`src/rtl/edc_pkg.sv`:
```
// edc_pkg: shared hit-vector width and scan FSM states
package edc_pkg;
  localparam int NDATA_DEF = 128;
  typedef enum logic [1:0] {IDLE, SCAN, DONE} state_t;
endpackage

```
`src/rtl/lsb_prio_enc.sv`:
```
// lsb_prio_enc: lowest-set-bit encoder built as a recursive tree of 2:1 merges
module lsb_prio_enc import edc_pkg::*; #(
  parameter int NDATA = NDATA_DEF,
  localparam int NDATA_LOG = $clog2(NDATA)
) (
  input  logic [NDATA-1:0]     in,
  output logic [NDATA_LOG-1:0] idx,
  output logic                 any
);
  if (NDATA == 2) begin : g_leaf
    assign any = |in;
    assign idx = ~in[0];
  end else begin : g_split
    logic [NDATA_LOG-2:0] lo_idx, hi_idx;
    logic                 lo_any, hi_any;
    lsb_prio_enc #(.NDATA(NDATA/2)) u_lo (.in(in[NDATA/2-1:0]), .idx(lo_idx), .any(lo_any));
    lsb_prio_enc #(.NDATA(NDATA/2)) u_hi (.in(in[NDATA-1:NDATA/2]), .idx(hi_idx), .any(hi_any));
    // the lower half wins whenever it has any set bit
    assign any = lo_any | hi_any;
    assign idx = lo_any ? {1'b0, lo_idx} : {1'b1, hi_idx};
  end
endmodule

```
`src/rtl/bitidx_enum.sv`:
```
// bitidx_enum: emits the index of every set bit of a hit vector, lowest first, then pulses done with the count
module bitidx_enum import edc_pkg::*; #(
  parameter int NDATA = NDATA_DEF,
  localparam int NDATA_LOG = $clog2(NDATA)
) (
  input  logic                 clk,
  input  logic                 rst_n,
  input  logic                 start,
  input  logic [NDATA-1:0]     din,
  output logic                 busy,
  output logic [NDATA_LOG-1:0] idx,
  output logic                 idx_valid,
  input  logic                 idx_ready,
  output logic                 done,
  output logic [NDATA_LOG:0]   count
);
  state_t               state, nxt;
  logic [NDATA-1:0]     mask, onehot;
  logic [NDATA_LOG-1:0] enc_idx;
  logic                 any, hs;
  lsb_prio_enc #(.NDATA(NDATA)) u_enc (.in(mask), .idx(enc_idx), .any(any));
  assign idx       = any ? enc_idx : '0;
  assign onehot    = {{(NDATA-1){1'b0}}, 1'b1} << enc_idx;
  assign idx_valid = state == SCAN;
  assign busy      = state != IDLE;
  assign done      = state == DONE;
  assign hs        = idx_valid & idx_ready;
  always_comb begin
    nxt = state == IDLE ? (start ? (|din ? SCAN : DONE) : IDLE) :
          state == SCAN ? ((hs && mask == onehot) ? DONE : SCAN) : IDLE;
  end
  always_ff @(posedge clk or negedge rst_n) begin
    if (!rst_n) begin
      state <= IDLE;
      mask  <= '0;
      count <= '0;
    end else begin
      state <= nxt;
      if (state == IDLE && start) begin
        mask  <= din;
        count <= '0;
      end else if (hs) begin
        mask  <= mask & ~onehot;
        count <= count + 1'b1;
      end
    end
  end
endmodule
```
`config.mk`:
```
export PLATFORM = sky130hd
export DESIGN_NAME = bitidx_enum
export DESIGN_NICKNAME = d
export VERILOG_FILES = /design/src/rtl/edc_pkg.sv /design/src/rtl/lsb_prio_enc.sv /design/src/rtl/bitidx_enum.sv
export SDC_FILE = /design/constraint.sdc
export NUM_CORES = 1
export LEC_CHECK = 0
export CAP_MARGIN = 10
export CORE_UTILIZATION = 61
export DETAILED_ROUTE_END_ITERATION = 16
export PLACE_DENSITY = 0.95
export REMOVE_ABC_BUFFERS = 1
export SYNTH_ARGS = -nofsm -noshare
export SYNTH_HDL_FRONTEND = slang
export SYNTH_SLANG_ARGS = --single-unit
```
`constraint.sdc`:
```
create_clock -name clk -period 6.85 [get_ports clk]
set_input_delay 0.685 -clock clk [delete_from_list [all_inputs] [get_ports clk]]
set_output_delay 0.685 -clock clk [all_outputs]
set_load 0.01 [all_outputs]
```
==> metrics.md <==
| Metric | Value |
|---|---|
| Status | finished clean |
| Hold Violations, Final | 0 |
| Via/cell ratio | 6.79 |
| Cts hold-fix bufs | 0 |
| WP data required | 7150 ps |
| Simple-Gate Fraction of Synth Area | 0.261 |
| Die footprint | 18600 µm² |
| Clk_lat worst skew | 440 ps |
| Setup bufs post-CTS | 0 |
| RSZ-0062 raised after global routing | false |
| Peak VDD IR | 0.469 mV |
| Num CTS Buffers | 17 |
| Synth top area share | 0.314 |
| Synth Area in Compound Gates | 0.124 |
| Synthesized area | 11000 µm² |
| Pre-CTS setup slack | 1600 ps |
| CP Capture Type | flip-flop |
| Share of cells above drive strength 1 | 0.0500 |
| Total design power | 7.16 mW |
| Die height | 136 µm |
| Post-route setup slack | 1330 ps |
| Top layer in use | met4 |
| Initial Util | 0.629 |
| H-tree level count | 4 |
| Antenna Violating Nets Remaining | 0 |
| First-pass GRT wire length | 54900 µm |
| Mean Syn Cell Area | 8.55 µm² |
| TritonCTS clock tree | built |
| Antenna cells | 0 |
| Post-Synth XOR/XNOR Area | 0.00558 |
| Final setup vio count | 0 |
| Wire length per cell | 21.5 µm |
| Final #Nets | 1649 |
| F_max | 181 MHz |
| Hold Crit Class | input pin to asynchronous set/reset pin |
| Setup TNS | 0 ps |
| P&R area growth vs syn | 19.3% |
| Fillcell total | 1248 |
| Skew final | 10.3 ps |
| Commonest cells after routing, fill and taps aside | nand2_1, clkdlybuf4s50_1, o21ai_0 |
| Final WL | 34900 µm |
| Fin. max-slew vios | 0 |
| Worst-Margin Slew | 1110 ps |
| WL met2 | 16200 µm |
| Clock Path Buffers | 2 |
| Synth unique cells | 57 |
| Period utilization | 0.805 |
| Final critical-path required period | 5520 ps |
| Number of flops mapped to enable cells by yosys | 0 |
| Syn Inst Count | 1286 |
| Die Wd | 136 µm |
| WL met3 | 3450 µm |
| Crit path DAT | 5820 ps |
| MaxCap Viol Count | 0 |
| Worst r2r path cells | 13 |
| Total gr overflow | 0 |
| Vias in the first global route | 10800 |
| Post-route core utilization | 0.750 |
| Tot GR Track Use | 0.387 |
| Worst reg2reg setup slack | 1330 ps |
| Worst r2r dst | state[0]$_DFF_PN0_ |
| Most common cell after layout, fill and taps aside | nand2_1 |
| Synth area leader | dfrtp_1 |
| First-pass iteration count of the detailed router | 6 |
| Sequential-to-total area share from yosys stat | 0.314 |
| Post-DP Area | 12500 µm² |
| DRC Markers | 0 |
| DR iter-0 viols | 1613 |
| Port Buffers | 149 |
| Reg2reg start | mask[4]$_DFFE_PN0P_ |
| Syn. warnings | 0 |
| Rel. slew slack | 0.260 |
| Post-synthesis mux area share | 0.105 |
| Placer Congestion | 0.985 |
| Largest family of logic cells by synthesized area | simple AND/OR/NAND/NOR gates |
| Worst setup SP type | flip-flop |
| Reg clk slew, reported paths | 60 ps |
| CTS Root Cell | clkbuf_16 |
| Async SR Flop Fraction | 1.00 |
| Register bit count reported by yosys | 138 |
| CTS resizes | 0 |
| Rows | 48 |
| WS Path Type | flip-flop to flip-flop |
| Initial antenna violation count | 0 |
| Static leakage | 5.27 nW |
| Core box area | 17500 µm² |
| Main synth FF type | dfrtp_1 |
| Via Count | 11000 |
| Power density over the cells | 546 nW/µm² |
| Maximum net fanout on the critical path | 30 |
| WL met1 | 13600 µm |
| Final Instance Area | 13100 µm² |
| Io pins | 150 |
| Largest net degree at the start of global routing | 267 |
| Synth area leaders | dfrtp_1, ha_1, mux2i_1 |
| HPWL Detailed | 24400 µm |
| # clock sinks | 138 |
| Post-Synth Adder-Cell Area | 0.147 |
==> cell type report <==
cell class,count,area [µm²],share of cell area
Inverter,21,78.8,0.00601
Tap cell,225,282,0.0215
Sequential cell,138,3450,0.263
Clock inverter,10,141,0.0108
Clock buffer,21,480,0.0366
Multi-Input combinational cell,1049,7090,0.541
Timing Repair Buffer,161,1590,0.121
==> critical path, stage by stage (launching register included) <==
cell	delay (ps)
dfrtp_1	420
nor4_1	560
and4_1	460
nand2_1	230
nor3_1	570
nand3_1	370
a21boi_4	890
nand3_1	190
ha_1	330
nand4_1	210
nor4_1	470
nand4_1	240
nor3_1	300
o21ai_0	140
==> kinds of logic (layout without fill, tap and decap cells) <==
kind of cell,count (synthesis),count (layout)
flops,138,138
simple gates,563,563
buf+inv,99,213
mux,115,115
fa+ha+maj,129,129
xor+xnor,7,7
compound gates,235,235
==> synthesized netlist by cell type, drive strengths merged, types with 3 or more instances <==
cell and instances:
nand2 152, nand2b 8, nor2 82, o31ai 8, nor2b 12, nand4 49
ha 129, mux2i 115, dfrtp 138, or4 16, clkbuf 45, and3 3
a211oi 5, nor4 72, nor3 21, xor2 5, o22a 3, a221oi 7
buf 33, o21bai 6, o2111ai 3, a21oi 42, and4 4, nand3 136
or2 3, o21ai 144, and2 3, inv 21
==> state kept, by name, indices dropped and copies added (netlist names) <==
register	flops
mask	128
count	8
state	2
==> through the flow <==
stage          std cells  hold WS, ps
2_1_floorplan       1208          389
3_3_place_gp        1593          522
3_5_place_dp        1593          565
4_1_cts             1624          494
5_1_grt             1625          539
6_report            1625          447
==> worst max-delay path by stage <==
stage | slack, ps | startpoint | cells after the start | to
floorplan | -1850 | state[0]$_DFF_PN0_ | 3 | mask[0]$_DFFE_PN0P_
global placement | 1760 | mask[44]$_DFFE_PN0P_ | 14 | state[0]$_DFF_PN0_
detailed placement | 1600 | mask[44]$_DFFE_PN0P_ | 14 | state[0]$_DFF_PN0_
CTS | 1550 | mask[44]$_DFFE_PN0P_ | 14 | state[0]$_DFF_PN0_
global route | 1230 | mask[44]$_DFFE_PN0P_ | 14 | state[0]$_DFF_PN0_
finish | 1330 | mask[4]$_DFFE_PN0P_ | 13 | state[0]$_DFF_PN0_
==> power breakdown <==
part,internal (mW),switching [mW]
registers,1.15,0.496
clock network,0.609,0.378
logic,1.50,3.03
total,3.25,3.90
==> routing by layer <==
metal | track usage | up-vias
met2 | 0.617 | 647
met1 | 0.493 | 5244
li1 | - | 4997
met4 | 0.195 | 0
met5 | 0 | -
met3 | 0.0880 | 150
(Power assumes the default switching activity.)
